File: config.mk
export PLATFORM = sky130hd
export DESIGN_NAME = agu_station
export DESIGN_NICKNAME = d
export VERILOG_FILES = /design/src/rtl/agu_station_pkg.sv /design/src/rtl/agu_station_calc.sv /design/src/rtl/agu_station.sv
export SDC_FILE = /design/constraint.sdc
export NUM_CORES = 1
export LEC_CHECK = 0
export ABC_AREA = 1
export CAP_MARGIN = 30
export CORE_AREA = 8 8 247 249
export CTS_CLUSTER_DIAMETER = 150
export DETAILED_ROUTE_END_ITERATION = 8
export DIE_AREA = 0 0 255 257
export PLACE_DENSITY = 0.5
export SYNTH_ARGS = -nofsm -noshare
export SYNTH_HDL_FRONTEND = slang
export SYNTH_SLANG_ARGS = --single-unit
File: constraint.sdc
create_clock -name clk -period 4.6 [get_ports clk]
set_input_delay 0.46 -clock clk [delete_from_list [all_inputs] [get_ports clk]]
set_output_delay 0.46 -clock clk [all_outputs]
set_load 0.005 [all_outputs]
File: src/rtl/agu_station_pkg.sv
// Shared LC-3b types for the address-generation station: ROB tags, CDB payload, ROB entries, station entries.
// Types and constants only; no timing of its own.
// No flow control here; the users of these types define it.
`ifndef AGU_ENTRIES
`define AGU_ENTRIES 4
`endif

package agu_station_pkg;

   localparam int REORDER_BUFFER_SIZE = 8;
   localparam int ROB_IDX_W           = 3;

   typedef logic [15:0] lc3b_word;

   // One extra tag bit so the "no producer" tag never aliases a real ROB slot.
   typedef logic [3:0] lc3b_rob_id;
   localparam lc3b_rob_id REORDER_ID_INVALID = 4'h8;

   typedef enum logic [2:0] {
      lq_ldr, lq_ldb, lq_ldi, lq_trap, sq_str, sq_stb, sq_sti
   } lc3b_lsq_op;

   typedef struct packed {
      lc3b_rob_id rob_id;
      lc3b_word   value;
   } lc3b_regfile_entry;

   typedef struct packed {
      logic       ready;
      lc3b_rob_id dest;
      lc3b_word   value;
      logic       update_pc;
      lc3b_word   update_pc_value;
   } lc3b_cdb;

   typedef struct packed {
      logic     valid;
      logic     ready;
      lc3b_word value;
   } lc3b_rob_entry;

   typedef struct packed {
      logic       valid;
      lc3b_lsq_op op;
      lc3b_rob_id rob_id;
      logic       base_ready;
      lc3b_word   base_value;
      lc3b_rob_id base_rob_id;
      logic [7:0] imm;
   } lc3b_agu_entry;

endpackage

File: src/rtl/agu_station_calc.sv
// Effective-address arithmetic for one memory op (base + scaled offset6, or zero-extended trap vector).
// Purely combinational, zero latency.
// No flow control; the caller decides when the result is consumed.
module agu_calc
   import agu_station_pkg::*;
(
   input  lc3b_lsq_op i_op,
   input  lc3b_word   i_base,
   input  logic [7:0] i_imm,
   output lc3b_word   o_addr
);

   lc3b_word w_off6;
   assign w_off6 = {{10{i_imm[5]}}, i_imm[5:0]};

   // word ops scale the offset, byte ops do not, trap passes the raw vector (LSQ shifts it)
   always_comb begin
      o_addr = i_base + w_off6;
      case (i_op)
         lq_ldr, lq_ldi, sq_str, sq_sti: o_addr = i_base + (w_off6 << 1);
         lq_trap:                        o_addr = {8'h00, i_imm};
         default:                        o_addr = i_base + w_off6;
      endcase
   end

endmodule

File: src/rtl/agu_station.sv
// Reservation station in front of the LSQ: holds memory ops until their base is known, then broadcasts the address on the CDB with ready=0.
// Allocation and issue are on separate edges, so a ready op shows out_valid one edge after it is written.
// Output stage holds out_bus until out_grant; full stops dispatch and is not bypassed by a same-cycle issue.
module agu_station
   import agu_station_pkg::*;
#(
   parameter int NUM_ENTRIES = `AGU_ENTRIES
)(
   input  logic              clk,
   input  logic              reset,
   input  logic              flush,
   input  logic              new_entry,
   input  lc3b_lsq_op        new_op,
   input  lc3b_rob_id        new_rob_id,
   input  lc3b_regfile_entry new_base,
   input  logic [7:0]        new_imm,
   input  lc3b_cdb           data_bus,
   input  lc3b_rob_entry     rob_data [REORDER_BUFFER_SIZE],
   output logic              full,
   output logic              out_valid,
   output lc3b_cdb           out_bus,
   input  logic              out_grant
);

   localparam int IW = $clog2(NUM_ENTRIES);
   localparam int CW = IW + 1;

   lc3b_agu_entry r_q     [NUM_ENTRIES];
   lc3b_agu_entry w_cap   [NUM_ENTRIES];
   lc3b_agu_entry w_q_nxt [NUM_ENTRIES];
   lc3b_agu_entry w_new;
   logic          r_out_valid;
   lc3b_cdb       r_out_bus;
   lc3b_cdb       w_out_bus;
   logic          w_found;
   logic          w_issue;
   logic          w_full;
   logic [IW-1:0] w_sel;
   logic [CW-1:0] w_cnt;
   logic [CW-1:0] w_slot;
   lc3b_word      w_addr;
   logic          w_unused;

   // PC-redirect fields of the snooped bus are irrelevant to address generation
   assign w_unused = ^{data_bus.update_pc, data_bus.update_pc_value};

   // occupancy count and oldest (lowest-index) entry whose base was ready before this edge
   always_comb begin
      w_full  = 1'b1;
      w_cnt   = '0;
      w_found = 1'b0;
      w_sel   = '0;
      for (int i = NUM_ENTRIES - 1; i >= 0; i--) begin
         w_full = w_full & r_q[i].valid;
         w_cnt  = w_cnt + CW'(r_q[i].valid);
         if (r_q[i].valid && r_q[i].base_ready) begin
            w_found = 1'b1;
            w_sel   = IW'(i);
         end
      end
   end

   assign w_issue = w_found && (!r_out_valid || out_grant);
   assign w_slot  = w_cnt - CW'(w_issue);

   agu_calc u_calc (
      .i_op   (r_q[w_sel].op),
      .i_base (r_q[w_sel].base_value),
      .i_imm  (r_q[w_sel].imm),
      .o_addr (w_addr)
   );

   // address broadcast payload: ready=0 marks it as an address, not a result
   always_comb begin
      w_out_bus       = '0;
      w_out_bus.dest  = r_q[w_sel].rob_id;
      w_out_bus.value = w_addr;
   end

   // late operand pickup for waiting entries: CDB result first, then ROB contents
   always_comb begin
      for (int i = 0; i < NUM_ENTRIES; i++) begin
         w_cap[i] = r_q[i];
         if (r_q[i].valid && !r_q[i].base_ready) begin
            if (data_bus.ready && data_bus.dest == r_q[i].base_rob_id) begin
               w_cap[i].base_ready = 1'b1;
               w_cap[i].base_value = data_bus.value;
            end else if (rob_data[r_q[i].base_rob_id[ROB_IDX_W-1:0]].valid &&
                         rob_data[r_q[i].base_rob_id[ROB_IDX_W-1:0]].ready) begin
               w_cap[i].base_ready = 1'b1;
               w_cap[i].base_value = rob_data[r_q[i].base_rob_id[ROB_IDX_W-1:0]].value;
            end
         end
      end
   end

   // dispatched entry; trap ignores its base, otherwise the base may already be known or on the CDB now
   always_comb begin
      w_new             = '0;
      w_new.valid       = 1'b1;
      w_new.op          = new_op;
      w_new.rob_id      = new_rob_id;
      w_new.imm         = new_imm;
      w_new.base_rob_id = new_base.rob_id;
      w_new.base_value  = new_base.value;
      if (new_op == lq_trap || new_base.rob_id == REORDER_ID_INVALID) begin
         w_new.base_ready = 1'b1;
      end else if (data_bus.ready && data_bus.dest == new_base.rob_id) begin
         w_new.base_ready = 1'b1;
         w_new.base_value = data_bus.value;
      end
   end

   // compact over the issued slot, then append the dispatched op at the first free index
   always_comb begin
      for (int i = 0; i < NUM_ENTRIES; i++) w_q_nxt[i] = w_cap[i];
      if (w_issue) begin
         for (int i = 0; i < NUM_ENTRIES - 1; i++) begin
            if (i >= int'(w_sel)) w_q_nxt[i] = w_cap[i + 1];
         end
         w_q_nxt[NUM_ENTRIES - 1] = '0;
      end
      for (int i = 0; i < NUM_ENTRIES; i++) begin
         if (new_entry && !w_full && i == int'(w_slot)) w_q_nxt[i] = w_new;
      end
   end

   // queue and output stage; reset and flush override every same-cycle update
   always_ff @(posedge clk) begin
      if (reset || flush) begin
         for (int i = 0; i < NUM_ENTRIES; i++) r_q[i] <= '0;
         r_out_valid <= 1'b0;
         r_out_bus   <= '0;
      end else begin
         for (int i = 0; i < NUM_ENTRIES; i++) r_q[i] <= w_q_nxt[i];
         if (w_issue) begin
            r_out_valid <= 1'b1;
            r_out_bus   <= w_out_bus;
         end else if (out_grant) begin
            r_out_valid <= 1'b0;
         end
      end
   end

   assign full      = w_full;
   assign out_valid = r_out_valid;
   assign out_bus   = r_out_bus;

endmodule
==> parameters.txt <==
Parameter                              Value

Routing
  Vias per Instance    5.60
  Post-route ant nets    0
  Routed wire length    83.8 mm
  Routed vias    roughly 21,000
  Routed wirelength normalized by instance count    22.0 µm
  First DRT Iteration DRCs    2,396
  Final routed DRC violation total    0
  Length of the first detailed-routing pass in iterations    8

Worst setup path
  Origin of the worst setup path    r_q[0][28]
  Critical Path Max Stage Delay    0.52 ns
  Buffers & Inverters on Critical Path    6
  Critical path endpoint category    register
  Crit path arrival time    ~4.7 ns
  Cells along the critical path    nand2_2 -> nand2_1 -> o21ai_1 -> inv_1 -> ha_1 -> fa_1 -> inv_1 -> ha_1 -> inv_1 -> fa_1 -> xnor2_1 -> nor3_1 -> nand2_1 -> clkinv_1 -> nor2_4 -> inv_2 -> o21ai_0 -> nand2_1 -> inv_1
  FF-to-FF Start    r_q[0][28]
  Largest fanout on the critical path    18
  Startpoint types    register
  Cell with the largest stage delay on the worst path    sky130_fd_sc_hd__nor2_4
  Cell family contributing the most delay on the critical path    adder cells
  Most frequent cell on the critical path    sky130_fd_sc_hd__inv_1
  Worst setup path category    register to register
  Critical path required time    5.01 ns

Synth
  Number of enable-type register cells in the synthesized netlist    0
  Synthesized-area fraction occupied by adder cells    1.80%
  Sequential cell area fraction in the yosys report    20.1%
  Xor and xnor fraction of the mapped netlist area    less than 1%
  Area of the mapped netlist    between 15,000 and 20,000 µm²
  Total of flip-flops plus latches after synthesis    between 150 and 200
  Flip-flop cell with the highest count after synthesis    sky130_fd_sc_hd__dfxtp_1
  Syn_area_per_cell    a little under 6 µm²
  Post-synthesis share of cell area spent on and, or, nand and nor gates    24.6%
  Main combinational cell family by area after synthesis    compound AO/OA/AOI/OAI gates
  Count of warnings emitted by yosys    0
  Number of distinct standard cells referenced by the synthesized netlist    57
  Gate count after technology mapping    2,924
  Mux contribution to synthesized area    0.601%
  Share of synthesized registers carrying an async set or reset    0%
  Compound-Gate Fraction of Synth Area    between 30% and 40%

Clocking
  Number of sinks on the clock net    169
  CTS tree    built
  Maximum root-to-sink buffer count    2
  Number of hold buffers added after cts    0
  CTS clock-pin slew for the worst setup and hold paths    0.08 ns
  Number of H-tree branching levels    4
  Setup Buffers After CTS    0
  TritonCTS buffer count    17
  Resized Gates After CTS    0
  Clock latency at the later pin of the worst-skew pair    0.47 ns
  Root Buffer Master    sky130_fd_sc_hd__clkbuf_16

STA
  Final worst clock skew    around 0.012 ns
  Worst hold margin    0.467 ns
  Tcrit/Tclk final    between 90% and 100%
  Pins Over Slew Limit    0
  Fin crit period    4.24 ns
  Transition time at the pin with the least slew margin    1.01 ns
  Number of hold-slack violations in the final timing report    0
  Summed negative setup slack over all endpoints    0 ns
  Number of setup violations in the final report    0
  RSZ-0062 raised after global routing    false
  FMAX    236 MHz
  Relative slew slack    32.3%

Layout
  Finished Cell Area    20,300 µm²
  Final-layout fill cell count    between 6,000 and 7,000
  Multi-input logic area    around 11,000 µm²
  Area taken by flip-flops and latches    3400 µm²
  Count of nets after finishing    3,278
  Layout cell share with drive strength beyond 1    6.80%
  Highest-count cells in the layout ignoring fill and taps    sky130_fd_sc_hd__nand2_1, sky130_fd_sc_hd__o21ai_0, sky130_fd_sc_hd__a21oi_1
  Most common library cell in the layout ignoring fill and taps    sky130_fd_sc_hd__nand2_1
  Synth-to-layout area growth    20.7%

Floorplan
  Starting utilization of the core area    29.6%
  Die Y-Extent    between 200 and 300 µm
  Horizontal extent of the die    255 µm
  Die outline area    65,500 µm²
  Number of top-level pins    262
  Core footprint    57,000 µm²
  Rows    88

Power
  Net Sw Power    1.48 mW
  Maximum resistive drop on vdd    289 µV
  Power per cell area    ~200 nW/µm²
  Part of the power in the clock network    between 30 and 40%
  Part of the power in registers    between 30% and 40%
  Combinational share of power    27.0%
  Leakage power of the design    8.49 nW
  Net switching share of the total power    36.2%
  Int Power    2.61 mW

Global route
  Antenna violations before repair    3
  Global Route Usage Sum    between 20% and 30%
  First-pass GRT wire length    126 mm
  Pin count of the biggest net entering global routing    93
  Global route total overflow    0
  Via count of the first global-routing pass    just over 20,000

Flow run
  Max-Cap Viols    0

Run status
  Status    finished clean

Place
  Placed cell areas    19,800 µm²
  Dpl hpwl    58.8 mm
  Count of input and output buffers    between 200 and 250
  Global placement routability congestion    0.933

Min path
  Class of the most critical hold timing path    register to register
  Startpoint of the tightest hold check path    r_q[3][34]
[routing by layer]
metal  up-vias  track usage (%)  routed length, µm
li1      10100                -                  -
met5         -                0                  0
met4         0             9.89               3250
met2       987             40.0              38300
met3       167             4.62               6730
met1     10000             32.0              35500
[stage by stage]
step	std cells	power, mW	util [%]	setup slack [ns]
after floorplan	2941	2.11	-	0.464
after detailed placement	3779	2.63	34.7	0.0193
after global routing	3814	4.27	35.7	0.118
final	3814	4.10	35.7	0.360
after global placement	3779	2.62	34.7	0.0913
after CTS	3811	4.10	35.7	0.401
[tightest hold or removal path: cells and delay by family (launching register included)]
family	cells	cell delay [ns]
and+or+nand+nor	1	0.06
AOI/OAI and AO/OA	1	0.05
DFF	1	0.32
[path summary, 6_finish.rpt]
| check | to | slack (ns) | depth (start not counted) |
|---|---|---|---|
| worst max-delay path | r_q[0][32] | 0.36 | 19 |
| worst min-delay path | r_q[3][34] | 0.47 | 2 |
| worst max register to register | r_q[0][32] | 0.36 | 19 |
| worst min register to register | r_q[3][34] | 0.47 | 2 |
[kinds of logic (layout without fill, tap and decap cells)]
| kind of cell | Yosys count | count (layout) |
|---|---|---|
| other | 1 | 21 |
| AND/OR/NAND/NOR | 971 | 971 |
| AO/OA/AOI/OAI | 1148 | 1148 |
| XOR/XNOR | 10 | 10 |
| flip-flops | 169 | 169 |
| adder cells (fa/ha/maj) | 23 | 23 |
| buffers and inverters | 593 | 698 |
| multiplexers | 9 | 9 |
[power by group through the flow]
stage	combinational (mW)	clock (mW)	sequential, mW
after floorplan	0.580	0	1.54
after global placement	1.08	0	1.54
final	1.10	1.48	1.51
after global routing	1.19	1.56	1.51
after CTS	1.09	1.51	1.51
after detailed placement	1.08	0	1.54
[cell type report]
| type | instances | share of cell area (%) |
|---|---|---|
| multi-input cells | 2179 | 54.8 |
| well taps | 765 | 4.70 |
| flip-flops and latches | 169 | 16.7 |
| repair buffers | 307 | 14.4 |
| clock buffers | 17 | 2.09 |
| inverters | 359 | 6.63 |
| clock inverters | 15 | 0.726 |
| diodes | 3 | 0.0369 |
[flip-flops by register name, indices dropped and copies added, names as in the netlist]
signal and count:
out_valid 1, r_q 148, out_bus 20
[Yosys cell counts, drive strengths merged, types with 5 or more instances]
master,n,share of area (%)
nand3,133,4.1
nand2,628,15
o21ai,512,15
a41oi,5,0.26
a21oi,386,12
clkbuf,135,3.0
a221oi,19,0.99
nor2,166,4.2
o22ai,71,2.6
nand4,13,0.48
xor2,8,0.42
or2,7,0.26
inv,349,7.8
o211ai,59,2.6
o221ai,56,3.0
mux2,9,0.60
buf,99,3.3
nand3b,5,0.24
a31oi,6,0.22
ha,21,1.6
nor3,11,0.42
nor4,5,0.22
dfxtp,169,20
a22oi,16,0.71
clkinv,10,0.22
a211oi,9,0.40
Note: power is estimated with default switching activity, not from simulation.
